===== config.mk =====
export PLATFORM = sky130hd
export DESIGN_NAME = rf_write_arbiter
export DESIGN_NICKNAME = d
export VERILOG_FILES = /design/src/rtl/rf_arb_pkg.sv /design/src/rtl/rf_wr_buffer.sv /design/src/rtl/rf_write_arbiter.sv
export SDC_FILE = /design/constraint.sdc
export NUM_CORES = 1
export LEC_CHECK = 0
export BUFFER_PORTS_ARGS = -buffer_cell sky130_fd_sc_hd__clkbuf_2
export CAP_MARGIN = 20
export CORE_UTILIZATION = 40
export DETAILED_ROUTE_END_ITERATION = 6
export HOLD_SLACK_MARGIN = 0.15
export PLACE_DENSITY_LB_ADDON = 0.25
export SYNTH_ARGS = -nofsm -noshare
export SYNTH_HDL_FRONTEND = slang
export SYNTH_HIERARCHICAL = 1
export SYNTH_SLANG_ARGS = --single-unit

===== constraint.sdc =====
create_clock -name i_clk -period 2.2 [get_ports i_clk]
set_input_delay 0.22 -clock i_clk [delete_from_list [all_inputs] [get_ports i_clk]]
set_output_delay 0.22 -clock i_clk [all_outputs]
set_load 0.02 [all_outputs]

===== src/rtl/rf_arb_pkg.sv =====
// rf_arb_pkg: requester indices, default widths and the write-request type
// shared by the register-file write arbiter and its holding buffers.
package rf_arb_pkg;
    localparam int REQ_ALU = 0;
    localparam int REQ_MEM = 1;
    localparam int RF_AW = 5;
    localparam int RF_DW = 32;
    typedef struct packed {
        logic [RF_AW-1:0] rd;
        logic [RF_DW-1:0] data;
    } wr_req_t;
endpackage


===== src/rtl/rf_wr_buffer.sv =====
// rf_wr_buffer: one-entry valid/ready holding register for a writeback source;
// a granted entry can be refilled on the same edge it drains.
module rf_wr_buffer
    import rf_arb_pkg::*;
#(
    parameter type req_t = wr_req_t
) (
    input  logic i_clk,
    input  logic i_rst_n,
    input  logic i_valid,
    input  req_t i_req,
    input  logic i_grant,
    output logic o_ready,
    output logic o_cap,
    output logic o_valid,
    output req_t o_req
);
    assign o_ready = ~o_valid | i_grant;
    assign o_cap   = i_valid & o_ready;
    always_ff @(posedge i_clk or negedge i_rst_n) begin
        if (!i_rst_n) begin
            o_valid <= 1'b0;
            o_req   <= '0;
        end else begin
            if (o_cap) o_req <= i_req;
            o_valid <= o_cap | (o_valid & ~i_grant);
        end
    end
endmodule


===== src/rtl/rf_write_arbiter.sv =====
// rf_write_arbiter: age-ordered, round-robin tie-broken sharing of the RF write
// port between ALU and load writeback. Define RFARB_SCOREBOARD_EN for o_pending.
module rf_write_arbiter
    import rf_arb_pkg::*;
#(
    parameter int AW   = RF_AW,
    parameter int DW   = RF_DW,
    parameter int NREG = 2**AW
) (
    input  logic          i_clk,
    input  logic          i_rst_n,
    input  logic          i_alu_valid,
    input  logic [AW-1:0] i_alu_reg,
    input  logic [DW-1:0] i_alu_data,
    output logic          o_alu_ready,
    input  logic          i_mem_valid,
    input  logic [AW-1:0] i_mem_reg,
    input  logic [DW-1:0] i_mem_data,
    output logic          o_mem_ready,
    output logic          o_RegWrite,
    output logic [AW-1:0] o_Write_reg,
    output logic [DW-1:0] o_Write_data,
    output logic          o_idle
`ifdef RFARB_SCOREBOARD_EN
    ,
    output logic [NREG-1:0] o_pending
`endif
);
    typedef struct packed {
        logic [AW-1:0] rd;
        logic [DW-1:0] data;
    } req_t;

    req_t       buf_q [2];
    req_t       sel;
    logic [1:0] buf_v, grant, cap, ready;
    logic       age_q, tie_q, rr_q;

    rf_wr_buffer #(.req_t(req_t)) u_alu_buf (
        .i_clk   (i_clk),
        .i_rst_n (i_rst_n),
        .i_valid (i_alu_valid),
        .i_req   ('{rd: i_alu_reg, data: i_alu_data}),
        .i_grant (grant[REQ_ALU]),
        .o_ready (ready[REQ_ALU]),
        .o_cap   (cap[REQ_ALU]),
        .o_valid (buf_v[REQ_ALU]),
        .o_req   (buf_q[REQ_ALU])
    );

    rf_wr_buffer #(.req_t(req_t)) u_mem_buf (
        .i_clk   (i_clk),
        .i_rst_n (i_rst_n),
        .i_valid (i_mem_valid),
        .i_req   ('{rd: i_mem_reg, data: i_mem_data}),
        .i_grant (grant[REQ_MEM]),
        .o_ready (ready[REQ_MEM]),
        .o_cap   (cap[REQ_MEM]),
        .o_valid (buf_v[REQ_MEM]),
        .o_req   (buf_q[REQ_MEM])
    );

    // age_q=1: load entry is older; tie_q: both entries captured on one edge
    assign grant[REQ_MEM] = buf_v[REQ_MEM] & (~buf_v[REQ_ALU] | (tie_q ? rr_q : age_q));
    assign grant[REQ_ALU] = buf_v[REQ_ALU] & ~grant[REQ_MEM];
    assign sel            = grant[REQ_MEM] ? buf_q[REQ_MEM] : buf_q[REQ_ALU];

    assign o_alu_ready  = ready[REQ_ALU];
    assign o_mem_ready  = ready[REQ_MEM];
    assign o_Write_reg  = |grant ? sel.rd : '0;
    assign o_Write_data = |grant ? sel.data : '0;
    assign o_RegWrite   = |grant & (sel.rd != '0) & (int'(sel.rd) < NREG);
    assign o_idle       = ~|buf_v;

    always_ff @(posedge i_clk or negedge i_rst_n) begin
        if (!i_rst_n) begin
            age_q <= 1'b0;
            tie_q <= 1'b0;
            rr_q  <= 1'b0;
        end else begin
            if (&buf_v & tie_q) rr_q <= ~rr_q;
            if (&cap) begin
                tie_q <= 1'b1;
            end else if (|cap) begin
                tie_q <= 1'b0;
                age_q <= cap[REQ_ALU];
            end
        end
    end

`ifdef RFARB_SCOREBOARD_EN
    always_comb begin
        o_pending = '0;
        for (int k = 0; k < 2; k++)
            if (buf_v[k]) o_pending[buf_q[k].rd] = 1'b1;
        o_pending[0] = 1'b0;
    end
`endif
endmodule


# --- Word-level counts from Yosys, hierarchy flattened ---
# Index checks and enable logic that the tools add are counted.
classes:
  mux: 6
  bitwise: 19
  reduce_logical: 9
ops:
  columns: ["cell", "n"]
  rows:
  - ["2-to-1 mux 37 bit", 1]
  - ["2-to-1 mux 32 bit", 1]
  - ["AND 1 bit", 8]
  - ["inverter 1 bit", 6]
  - ["AND reduction 2 bit", 3]
  - ["OR reduction 2 bit", 3]
  - ["2-to-1 mux 5 bit", 1]
  - ["OR 1 bit", 5]
  - ["nonzero test 5 bit", 1]
  - ["2-to-1 mux 1 bit", 3]
  - ["nonzero test 2 bit", 1]
  - ["zero test 1 bit", 1]
word_totals:
  out_inout_bits: 41
  ff_bits: 79

# --- Depth between registers and ports, before layout ---
depth:
  ltp_word: 10
  depth_mapped: 11
  mapped_depth_nobuf: 8

# --- Cells and area by module ---
# Netlist, hierarchy kept.
by_module_without_submodules:
  columns: ["module", "area_each_um2", "n_inst", "seq_area_each_um2", "cells_per_inst"]
  rows:
  - ["rf_wr_buffer", 1507.7, 2, 950.9, 83]
  - ["rf_write_arbiter", 599.3, 1, 75.1, 67]

# --- Worst setup path after synthesis ---
# Ideal clock, no wire load.
synth_path:
  path_type: "flip-flop to flip-flop"
  start: "register tie_q"
  end: "register age_q"
  setup_slack_ps: -74
  synth_period_minus_slack_ps: 2274
  t_arrival_ps: 2149
  path_stages_with_launch: 12
  t_required_ps: 2075
  n_path_buf: 3
  setup_time_ps: 125
  path_cell_list: "dfrtp_1 mux2i_1 o21a_1 buf_2 nand2b_4 nand2_2 buf_6 buf_6 inv_1 inv_1 ha_1 mux2_2"
synth_via:
  elab_chain_len: 10
  elab_cells_between_ends: 13
  classes_between: "1 x mux; 9 x bitwise; 3 x reduce/logical"
synth_lines:
  columns: ["element", "line_no", "rtl"]
  rows:
  - ["from (decl)", "rf_write_arbiter.sv:37", "logic age_q, tie_q, rr_q;"]
  - ["from (signal assigned)", "rf_write_arbiter.sv:78", "tie_q <= 1'b0;"]
  - ["from (signal assigned)", "rf_write_arbiter.sv:83", "tie_q <= 1'b1;"]
  - ["from (signal assigned)", "rf_write_arbiter.sv:85", "tie_q <= 1'b0;"]
  - ["2-to-1 mux 1 bit *", "rf_write_arbiter.sv:64", "assign grant[REQ_MEM] = buf_v[REQ_MEM] & (~buf_v[REQ_ALU] | (tie_q ? rr_q : age_q));"]
  - ["OR 1 bit *", "rf_write_arbiter.sv:64", null]
  - ["AND 1 bit *", "rf_write_arbiter.sv:64", null]
  - ["inverter 1 bit *", "rf_write_arbiter.sv:65", "assign grant[REQ_ALU] = buf_v[REQ_ALU] & ~grant[REQ_MEM];"]
  - ["AND 1 bit *", "rf_write_arbiter.sv:65", null]
  - ["named net grant[0]", "rf_write_arbiter.sv:36", "logic [1:0] buf_v, grant, cap, ready;"]
  - ["OR 1 bit *", "rf_wr_buffer.sv:18", "assign o_ready = ~o_valid | i_grant;"]
  - ["named net o_alu_ready", "rf_write_arbiter.sv:15", "output logic o_alu_ready,"]
  - ["AND 1 bit *", "rf_wr_buffer.sv:19", "assign o_cap = i_valid & o_ready;"]
  - ["named net cap[0]", "rf_write_arbiter.sv:36", null]
  - ["AND reduction 2 bit", "rf_write_arbiter.sv:82", "if (&cap) begin"]
  - ["inverter 1 bit (no source line)", null, null]
  - ["AND reduction 2 bit (no source line)", null, null]
  - ["to (signal assigned)", "rf_write_arbiter.sv:86", "age_q <= cap[REQ_ALU];"]
  - ["to (decl)", "rf_write_arbiter.sv:37", null]
# The timed path passes the listed nets; every way through them passes the cells marked *.
# A chain may end at the register's enable or synchronous reset.

# --- Final worst setup path ---
layout_path:
  start: "register u_alu_buf/o_req[34] (netlist name)"
  end: "output port o_RegWrite"
layout_via:
  elab_chain_len: 3
layout_lines:
  columns: ["element", "line_no", "rtl"]
  rows:
  - ["from (decl)", "rf_wr_buffer.sv:16", "output req_t o_req"]
  - ["from (signal assigned)", "rf_wr_buffer.sv:25", "if (o_cap) o_req <= i_req;"]
  - ["2-to-1 mux 37 bit", "rf_write_arbiter.sv:66", "assign sel = grant[REQ_MEM] ? buf_q[REQ_MEM] : buf_q[REQ_ALU];"]
  - ["nonzero test 5 bit", "rf_write_arbiter.sv:72", "assign o_RegWrite = |grant & (sel.rd != '0) & (int'(sel.rd) < NREG);"]
  - ["AND 1 bit", "rf_write_arbiter.sv:72", null]
  - ["to (decl)", "rf_write_arbiter.sv:20", "output logic o_RegWrite,"]
# Every way passes these cells.

==> reports/metrics.yaml <==
status: "finished clean"
r2r-end: "age_q"
nNetsFinal: 513
insertion_delay_ns: 0.34
power_mw: 7.697
power.density_nw_per_um2: 1465
ant_nets: 0
via_count: 2629
placedInstanceArea_sq_um: 4320
totalWireLength_mm: 8.358
finalCritPeriodShare: 0.9391
critical_path.endpoint_type: "primary output"
synth_top_family_by_area: "multiplexers"
synthesis.nets: 313
r2r_slack_ns: 0.32
report.final.slew_viol_count: 0
setup-violations-final: 0
criticalPathCategory: "register to primary output"
clk_pin_slew_worst_paths_ns: 0.08
rows: 34
design.die.area_sq_um: 9421
post_cts_resized: 0
grt-ovfl-total: 0
synth_top_area_frac: 0.5469
r2r-start: "tie_q"
holdBufCountCts: 77
maxSlewHeadroom: 0.7131
tightest_slew_ns: 0.4304
synth-simple-area-share: 0.02215
grt_pass1_wl_mm: 13.82
grt_max_degree: 48
antenna_found_initial: 0
core_region_area_sq_um: 8721
yosys.area.top_type: "dfrtp_1"
diodes: 0
yosys.area_share.xor_xnor: 0.002423
cts-buffers-inserted: 9
clockBufferDepth: 2
period_needed_ns: 2.066
max_cap_violations: 0
ir_drop_mv: 0.7641
cts_max_level: 3
ys_ff_latch: 79
clock-root-buffer: "clkbuf_8"
synth_cell_type_count: 23
cts_setup_buffers: 0
clock-sinks: 79
crit_fanout: 3
switching_share: 0.3922
synth_compound_area_frac: 0.09969
drive_gt1_frac: 0.5149
avgSynthCellArea_sq_um: 15.51
critical_path_arrival_ns: 1.85
rsz0062_at_grt: "false"
clock_skew_ns: 0.006179
min_path_type: "input pin to async pin"
yosys.area_share.adder: 0.006923
io_pins: 119
synth.area.mux_share: 0.2790
layout_common_cells: "clkbuf_2, dfrtp_1, dlygate4sd3_1"
start_kind: "register"
stdcell_area_sq_um: 5255
portBuffers: 118
switching_power_mw: 3.019
drc: 0
intPower_mw: 4.679
tns_ns: 0
fmax_ghz: 0.4840
p_clk_frac: 0.121
p_leak_nw: 2.604
globalplace.congestion: 0.7393
die_w_um: 97.06
yosys_warnings: 6
cts_tree: "done"
hpwl_mm: 5.312
start_util: 0.4145
synthCells: 233
fin_hold_ws_ns: 0.3488
pwr-share-comb: 0.539
die_height_um: 97.06
grt.total_usage: 0.1861
syn2layout_area_growth_pct: 45.38
fillCellCount: 695
hold_violations: 0
yosys-top-cells-area: "dfrtp_1, mux2_4, mux2_2"
via_per_inst: 4.824
yosysSeqAreaShare: 0.5469
syn-cell-area_sq_um: 3615
initialDrtViolationCount: 63
layout_commonest_cell: "clkbuf_2"
first_pass_iters: 4
routedWlPerCell_um: 15.34
worstRegToRegCells: 8
seqPwrFrac: 0.340
cp.required_ns: 1.98
grt_pass1_vias: 2929
[layout make-up]
type | count | area [sq um] | area share
Sequential cell | 79 | 1977 | 0.3762
Clock inverter | 4 | 22.52 | 0.004286
Multi-Input combinational cell | 133 | 1494 | 0.2843
Tap cell | 108 | 135.1 | 0.02571
Timing Repair Buffer | 205 | 1464 | 0.2786
Clock buffer | 11 | 141.4 | 0.02690
Inverter | 5 | 21.27 | 0.004048
[metal layers]
metal  share of wire  vias to the layer above  global-route usage
met4           0.021                        0             0.07463
met5               0                        -                   0
met3           0.040                       13             0.04173
met1            0.44                     1298              0.2258
li1                -                     1251                   -
met2            0.50                       67              0.3202
[state kept, by name, summed over array words and instances, names as in the netlist]
name,flops
u_mem_buf/o_req,37
tie_q,1
u_mem_buf/o_valid,1
u_alu_buf/o_valid,1
rr_q,1
u_alu_buf/o_req,37
age_q,1
[synth_stat cells]
| library cell | n |
|---|---|
| dfrtp_1 | 79 |
| mux2_2 | 38 |
| mux2_4 | 38 |
| a22o_1 | 37 |
| buf_6 | 8 |
| inv_1 | 5 |
| buf_2 | 4 |
| buf_4 | 3 |
| ha_1 | 2 |
| nand2_2 | 2 |
| nand2b_1 | 2 |
| nand2b_4 | 2 |
| o21a_1 | 2 |
| or4_1 | 2 |
| a21oi_1 | 1 |
| buf_1 | 1 |
| mux2i_1 | 1 |
| nand2_1 | 1 |
| nand3_1 | 1 |
| nor2_1 | 1 |
| o211ai_1 | 1 |
| o32ai_1 | 1 |
| xnor2_1 | 1 |
[worst max-delay path by stage]
stage,from,endpoint,slack (ns),cells after the start
finish,u_alu_buf/o_req[34],o_RegWrite,0.13,5
global route,tie_q,o_Write_data[21],0.02,5
CTS,tie_q,o_Write_data[21],0.12,6
detailed placement,tie_q,age_q,0.32,9
global placement,tie_q,age_q,0.39,9
floorplan,tie_q,age_q,0.002,11
[power by group through the flow]
stage          sequential (mW)  clock [mW]  combinational (mW)
2_1_floorplan             2.50           0                3.14
3_3_place_gp              2.60           0                4.00
3_5_place_dp              2.64           0                4.05
4_1_cts                   2.62       0.957                4.18
5_1_grt                   2.72        1.02                4.43
6_report                  2.62       0.932                4.15
[critical path: stages, from the launching register on]
cell and delay [ns]:
dfrtp_1 0.40, or4_1 0.55, o21a_1 0.19, o32ai_1 0.11
nand2_1 0.08, clkbuf_2 0.17
[through the flow]
stage	cells	setup WS, ns	util
3_3_place_gp	453	0.3933	0.4954
4_1_cts	545	0.1158	0.6026
6_report	545	0.1339	0.6026
2_1_floorplan	233	0.001631	-
5_1_grt	545	0.01885	0.6026
3_5_place_dp	453	0.3174	0.4954
[logic make-up (layout without fill, tap and decap cells)]
family | after synthesis | in the layout
multiplexers | 77 | 77
AO/OA/AOI/OAI | 42 | 42
buffers and inverters | 21 | 225
flip-flops | 79 | 79
XOR/XNOR | 1 | 1
adder cells (fa/ha/maj) | 2 | 2
AND/OR/NAND/NOR | 11 | 11
(Power assumes the default switching activity.)
